[config.mk]
export PLATFORM = sky130hd
export DESIGN_NAME = fetch_redirect_unit
export DESIGN_NICKNAME = d
export VERILOG_FILES = /design/src/rtl/fetch_redirect_unit_pkg.sv /design/src/rtl/fetch_redirect_unit.sv
export SDC_FILE = /design/constraint.sdc
export NUM_CORES = 1
export LEC_CHECK = 0
export CAP_MARGIN = 30
export CORE_UTILIZATION = 45
export CTS_BUF_LIST = sky130_fd_sc_hd__clkbuf_16
export DETAILED_ROUTE_END_ITERATION = 8
export GPL_TIMING_DRIVEN = 1
export PLACE_DENSITY = 0.76
export SETUP_SLACK_MARGIN = 0.4
export SLEW_MARGIN = 5
export SYNTH_ARGS = -nofsm -noshare
export SYNTH_HDL_FRONTEND = slang
export SYNTH_SLANG_ARGS = --single-unit
[constraint.sdc]
create_clock -name clk -period 2.35 [get_ports clk]
set_input_delay 0.47 -clock clk [delete_from_list [all_inputs] [get_ports clk]]
set_output_delay 0.47 -clock clk [all_outputs]
set_load 0.005 [all_outputs]
[src/rtl/fetch_redirect_unit_pkg.sv]
// Shared types and constants for the fetch redirect unit.
// No logic; state encoding, PC increment and default reset PC only.
package fetch_redirect_unit_pkg;

  typedef enum logic [2:0] {
    ST_IDLE,
    ST_WAIT_RESP,
    ST_HOLD,
    ST_DROP,
    ST_FAULT
  } fetch_state_t;

  localparam int unsigned PC_INC           = 4;
  localparam logic [63:0] RESET_PC_DEFAULT = 64'h0;

endpackage

[src/rtl/fetch_redirect_unit.sv]
// Fetch PC owner: single-outstanding I-cache requests, one-entry buffer to decode, execute redirects.
// Latency: request -> inst_valid 2 cycles min; holds instruction until inst_ready, requests stall on icache_req_ready.
module fetch_redirect_unit
  import fetch_redirect_unit_pkg::*;
#(
  parameter int              XLEN     = 64,
  parameter int              INSTR_W  = 32,
  parameter logic [XLEN-1:0] RESET_PC = XLEN'(RESET_PC_DEFAULT),
  parameter int              CNT_W    = 32
) (
  input  logic               clk,
  input  logic               reset,
  input  logic               jump_enable,
  input  logic               execute_done,
  input  logic [XLEN-1:0]    jump_target,
  output logic               icache_req_valid,
  input  logic               icache_req_ready,
  output logic [XLEN-1:0]    icache_req_addr,
  input  logic               icache_resp_valid,
  input  logic [INSTR_W-1:0] icache_resp_data,
  output logic               inst_valid,
  input  logic               inst_ready,
  output logic [INSTR_W-1:0] inst_data,
  output logic [XLEN-1:0]    inst_pc,
  output logic               flush,
  output logic               fetch_fault,
  output logic [CNT_W-1:0]   redirect_count
);

  typedef struct packed {
    logic [INSTR_W-1:0] instr;
    logic [XLEN-1:0]    pc;
  } out_buf_t;

  fetch_state_t      state, state_nxt;
  logic [XLEN-1:0]   pc, req_pc;
  out_buf_t          out_buf;
  logic              redir, misalign, resp_pending;
  logic              req_vld, inst_vld;

  assign redir        = reset & jump_enable & execute_done & ~fetch_fault;
  assign misalign     = redir & (jump_target[1:0] != 2'b00);
  // A redirect that cannot see the response this cycle must drain it in DROP first.
  assign resp_pending = ((state == ST_WAIT_RESP) || (state == ST_DROP)) & ~icache_resp_valid;

  always_comb begin
    state_nxt = state;
    req_vld   = 1'b0;
    inst_vld  = 1'b0;
    if (redir) begin
      if (resp_pending)  state_nxt = ST_DROP;
      else if (misalign) state_nxt = ST_FAULT;
      else               state_nxt = ST_IDLE;
    end else begin
      case (state)
        ST_IDLE: begin
          req_vld = 1'b1;
          if (icache_req_ready) state_nxt = ST_WAIT_RESP;
        end
        ST_WAIT_RESP: if (icache_resp_valid) state_nxt = ST_HOLD;
        ST_HOLD: begin
          inst_vld = 1'b1;
          if (inst_ready) state_nxt = ST_IDLE;
        end
        ST_DROP: if (icache_resp_valid) state_nxt = fetch_fault ? ST_FAULT : ST_IDLE;
        default: state_nxt = state;
      endcase
    end
  end

  always_ff @(posedge clk or negedge reset) begin
    if (!reset) begin
      state          <= ST_IDLE;
      pc             <= RESET_PC;
      req_pc         <= RESET_PC;
      out_buf        <= '0;
      fetch_fault    <= 1'b0;
      redirect_count <= '0;
    end else begin
      state <= state_nxt;
      if (redir) begin
        out_buf <= '0;
        if (!misalign)       pc <= jump_target;
        if (misalign)        fetch_fault <= 1'b1;
        if (~&redirect_count) redirect_count <= redirect_count + 1'b1;
      end else begin
        if (state == ST_IDLE && icache_req_ready) req_pc <= pc;
        if (state == ST_WAIT_RESP && icache_resp_valid) begin
          out_buf <= '{instr: icache_resp_data, pc: req_pc};
          pc      <= req_pc + XLEN'(PC_INC);
        end
      end
    end
  end

  assign icache_req_valid = req_vld & reset;
  assign icache_req_addr  = pc;
  assign inst_valid       = inst_vld & reset;
  assign inst_data        = out_buf.instr;
  assign inst_pc          = out_buf.pc;
  assign flush            = redir;

endmodule
======== After elaboration in Yosys (flattened, before gate mapping) ========
Index checks and enable logic that the tools add are counted.
storage, ports and cells
  bits in registers ....................... 260
  bits of input ports ..................... 103
  output and inout bits ................... 196
  logic and storage cells ................. 59
operators by class
  add/subtract/negate cells ............... 2
  equal/unequal tests ..................... 8
  mux-type cells .......................... 18
  bitwise gates (word level) .............. 11
  reductions and logical operators ........ 13
operators by type and width
  kind                   count
  $mux 64                3
  $mux 96                2
  $add 64x3->64 const B  1
  $add 32x1->32 const B  1
  $reduce_and 32->1      1
  $mux 3                 8
  $ne 3x3->1 const B     4
  $pmux 3 s4             1
  $reduce_and 2->1       4
  $and 1x1->1            7
  $eq 3x2->1 const B     2
  $reduce_and 5->1       1
  $reduce_bool 5->1      1
  $mux 1                 4
  $not 1->1              4
  $reduce_bool 2->1      2
  $eq 3x1->1 const B     1
  $logic_not 3->1        1
  $logic_and 1x1->1      2
  $ne 2x2->1 const B     1
  $logic_or 1x1->1       1

======== Depth between registers and ports, before layout ========
  depth in word-level cells ............... 7
  depth in mapped cells ................... 8
  gate-level depth less buffers ........... 6

======== Worst setup path before layout ========
OpenSTA, ideal clock, no wires.
  path kind ............................... flip-flop to flip-flop
  from .................................... register req_pc[12]
  to ...................................... register pc[59] (netlist: icache_req_addr[59])
  library setup time ...................... 0.066 ns
  data arrival time ....................... 2.297 ns
  data required time ...................... 2.284 ns
  setup slack ............................. -0.013 ns
  cell stages (with the launch flop) ...... 8
  buffers on the path ..................... 2
  clock period less this slack ............ 2.363 ns
  cells stage by stage .................... dfrtp_1 > buf_2 > nand4_2 > or4_1 > buf_2 > or4_4 > or4_1 > nand2_1
on the way
  word-level cells in the longest chain between the ends .. 3
ends and longest elaborated chain
  element                 RTL line                   RTL
  start, declared         fetch_redirect_unit.sv:36  logic [XLEN-1:0] pc, req_pc;
  start signal, assigned  fetch_redirect_unit.sv:87  if (state == ST_IDLE && icache_req_ready) req_pc <= pc;
  $add 64x3->64           fetch_redirect_unit.sv:90  pc <= req_pc + XLEN'(PC_INC);
  $mux 64                 fetch_redirect_unit.sv:88  if (state == ST_WAIT_RESP && icache_resp_valid) begin
  $mux 64                 fetch_redirect_unit.sv:81  if (redir) begin
  end signal, assigned    fetch_redirect_unit.sv:83  if (!misalign) pc <= jump_target;
  end signal, assigned    fetch_redirect_unit.sv:90
  end, declared           fetch_redirect_unit.sv:36
No other way between the ends. The select of a mux whose other input is x is not followed.
A chain may end at the register's enable or synchronous reset.

======== Worst setup path after layout ========
  from .................................... register fetch_fault
  to ...................................... register pc[20] (netlist: icache_req_addr[20])
on the way
  word-level cells in the longest chain between the ends .. 5
  elaborated cells on any way between the ends .. 7
  those cells by class .................... eq/ne (1); mux (1); bitwise (3); reduce/logical (2)
ends and longest elaborated chain
  element                     RTL line                   RTL
  start, declared             fetch_redirect_unit.sv:26  output logic fetch_fault,
  start signal, assigned      fetch_redirect_unit.sv:77  fetch_fault <= 1'b0;
  start signal, assigned      fetch_redirect_unit.sv:84  if (misalign) fetch_fault <= 1'b1;
  $not 1->1 *                 fetch_redirect_unit.sv:41  assign redir = reset & jump_enable & execute_done & ~fetch_fault;
  $and 1x1->1 *               fetch_redirect_unit.sv:41
  $and 1x1->1                 fetch_redirect_unit.sv:42  assign misalign = redir & (jump_target[1:0] != 2'b00);
  $ne 2x2->1 (no line)        --
  $reduce_and 2->1 (no line)  --
Every way passes the cells marked *; elsewhere a longest branch is shown, timed or not.

==> impl_metrics.json <==
{
  "die_y_um": 169,
  "grt_pass1_wl_um": 68900,
  "ys_seq_area_frac": 0.521,
  "hp-class": "input pin to async pin",
  "io_buffers": 298,
  "max_stage_delay_ns": 0.42,
  "rrSetupSlack_ns": 0.05,
  "fin_skew_ns": 0.0156,
  "numCtsBuffers": 29,
  "pwr-share-comb": 0.460,
  "crit_slowest_cell": "dfrtp_1",
  "reg2reg_to": "icache_req_addr[20]",
  "path_class": "register to register",
  "crit_fanout": 6,
  "maxCapViolCount": 0,
  "drtIter0Drc": 1469,
  "cts-hold-fix-buffers": 0,
  "irDropWorstVdd_v": 0.000553,
  "clkPwrFrac": 0.198,
  "crit_path_start_kind": "register",
  "h-tree-depth": 1,
  "synthFlopType": "dfrtp_1",
  "critPathArrivalTime_ns": 2.73,
  "clock_tree.buffer_depth": 3,
  "power_frac_seq": 0.342,
  "rr_worst_depth": 11,
  "firstDrtPassIters": 6,
  "syn_area_sq_um": 12500,
  "final.setup.tns_ns": 0,
  "nFillCells": 1676,
  "p_int_mw": 14.7,
  "synth_enable_flop_cells": 0,
  "clk_pin_slew_ns": 0.07,
  "start_util": 0.461,
  "synth-seq-cells": 260,
  "dieArea_sq_um": 28400,
  "num_vias": 13300,
  "cp_data_required_time_ns": 2.78,
  "period_minus_slack_ns": 2.30,
  "drive_gt1_frac": 0.310,
  "place_ws_ns": -0.130,
  "p_switching_mw": 7.81,
  "synth.net_count": 1423,
  "ys_top_cells_by_area": "dfrtp_1 52%, nand2_1 8.0%, mux2_2 5.9%",
  "clkLatencyLatePin_ns": 0.55,
  "yosysWarnings": 0,
  "routed_wl_um": 49900,
  "p_sw_frac": 0.347,
  "status": "finished, final reports clean",
  "final.period_utilization": 0.977,
  "fmax_ghz": 0.435,
  "antenna_found_initial": 1,
  "routedWlPerCell_um": 22.4,
  "rows": 60,
  "vias_per_cell": 5.97,
  "crit_chain": "nand4b_1 > buf_6 > inv_8 > buf_12 > buf_8 > mux2i_4 > buf_6 > buf_6 > buf_12 > nor2_1 > a211oi_2",
  "drtAntennaViolNets": 0,
  "globalplace.congestion": 0.934,
  "grtUsageTotal": 0.307,
  "netlist_instances": 1318,
  "end_kind": "register",
  "dp_hpwl_um": 28000,
  "p_leak_nw": 9.83,
  "final_nets": 1941,
  "grt_max_degree": 144,
  "r2r-start": "fetch_fault",
  "num_antenna_cells": 0,
  "ioPinCount": 299,
  "synth_area_per_cell_sq_um": 9.47,
  "crit_top_cell": "buf_6",
  "synth_async_sr_flop_share": 1.00,
  "final-hold-violation-count": 0,
  "drv_slew": 0,
  "worst_pin_slew_ns": 0.922,
  "overflow": 0,
  "drc": 0,
  "grt_pass1_vias": 12300,
  "max_slew_margin": 0.385,
  "setup_viol": 0,
  "coreArea_sq_um": 27100,
  "ys_types": 54,
  "synth_top_area_share": 0.521,
  "area_delta_synth_final_pct": 66.6,
  "power_mw": 22.5,
  "powerDensity_nw_per_um2": 1080,
  "rsz0062_at_grt": "yes",
  "synth_top_area_cell": "dfrtp_1",
  "fp.dieW_um": 169,
  "cts_sinks": 260,
  "cts-root-buf": "clkbuf_16",
  "critPathBufInv": 7,
  "cts_tree": "built",
  "cp_top_family": "buffers and inverters",
  "worst_slack_ns": 0.0534
}
-- logic make-up after synthesis --
group | share of synthesized area
AND/OR/NAND/NOR | 0.234
flip-flops | 0.521
AO/OA/AOI/OAI | 0.0903
buffers and inverters | 0.0319
multiplexers | 0.0747
XOR/XNOR | 0.0456
adder cells (fa/ha/maj) | 0.00200
-- cell type report --
type | count | area [sq um] | area share
timing repair buffer | 580 | 6060 | 0.291
multi-input combinational | 954 | 6770 | 0.326
inverter | 11 | 48.8 | 0.00235
clock buffer | 29 | 726 | 0.0349
sequential | 260 | 6530 | 0.314
tap | 372 | 465 | 0.0224
clock inverter | 22 | 188 | 0.00903
-- registers in the layout, summed over array words and instances (netlist names) --
signal and cells:
redirect_count 32, state 3, icache_req_addr 64, fetch_fault 1, inst_pc 64, inst_data 32
req_pc 64
-- stage by stage --
step / std cells / util / cell area, sq um / hold slack, ns
floorplan: 1318 / - / 12600 / 0.174
global placement: 2020 / 0.620 / 16800 / 0.482
detailed placement: 2020 / 0.620 / 16800 / 0.494
CTS: 2163 / 0.705 / 19100 / 0.0676
global route: 2228 / 0.767 / 20800 / 0.0648
finish: 2228 / 0.767 / 20800 / 0.0643
-- timing repair --
item / in CTS / in global routing
gates cloned: 12 / 12
resized for setup: 145 / 268
setup buffers: 80 / 52
pin swaps: 38 / 68
endpoints found under the setup margin: 162 / 236
-- worst max-delay path by stage --
| stage | from | endpoint | slack (ns) | depth (start not counted) |
|---|---|---|---|---|
| after detailed placement | execute_done | redirect_count[29] | -0.13 | 6 |
| after floorplan | req_pc[39] | icache_req_addr[59] | 0.06 | 6 |
| final | fetch_fault | icache_req_addr[20] | 0.05 | 11 |
| after global placement | jump_enable | icache_req_valid | -0.09 | 6 |
| after global routing | fetch_fault | icache_req_addr[22] | 0.02 | 11 |
| after CTS | req_pc[14] | icache_req_addr[63] | 0.17 | 5 |
-- Yosys cell counts (all sizes together), types with 2 or more instances --
cell / count
mux2i: 20
o211ai: 2
and4: 13
o32ai: 2
nor3: 36
xnor2: 34
o21a: 2
a41oi: 2
inv: 11
ha: 2
nand3: 70
nor2: 60
o22ai: 10
or2: 2
dfrtp: 260
and3: 40
nand4: 49
or4: 13
nand2: 266
o21ai: 36
clkbuf: 70
buf: 23
a21oi: 118
nor4: 25
or3: 6
nand4b: 4
a31oi: 11
mux2: 65
xor2: 31
nand2b: 2
a211oi: 11
and2: 6
-- per-layer routing --
metal  vias to the layer above  wire, um  GRT usage
li1                       5679         -          -
met1                      6471     19000      0.402
met2                       890     23700      0.503
met3                       253      4200     0.0486
met4                         2      2970      0.140
met5                         -        13          0
-- worst min-delay path, delay by kind of cell --
| family | cells | cell delay, ns |
|---|---|---|
| buffers and inverters | 3 | 0.51 |
-- power groups by stage --
stage	sequential, mW	clock, mW	combinational, mW
2_1_floorplan	7.49	0	3.18
3_3_place_gp	7.57	0	7.49
3_5_place_dp	7.63	0	7.67
4_1_cts	7.56	4.47	8.61
5_1_grt	7.84	4.69	11.0
6_report	7.69	4.46	10.4
-- cells in the final DEF, fill, tap and decap left out, types with 16 or more instances in the layout --
master           synthesis  final
nor2_1                  60     47
dlymetal6s2s_1           0     33
mux2i_1                 20     17
and3_1                  40     34
nor3_1                  36     31
nand2_1                266    237
nand2_4                  0     16
xor2_1                  31     29
xnor2_1                 34     30
nand4_1                 46     46
clkbuf_16                0     39
buf_4                    0    194
buf_12                   0     20
dfrtp_2                  0     20
dfrtp_1                260    240
nand3_1                 70     55
mux2_4                   0     51
dlygate4sd2_1            0     17
clkdlybuf4s50_1          0    244
a21oi_1                118    108
buf_6                    0     37
Note: power is estimated with default switching activity, not from simulation.
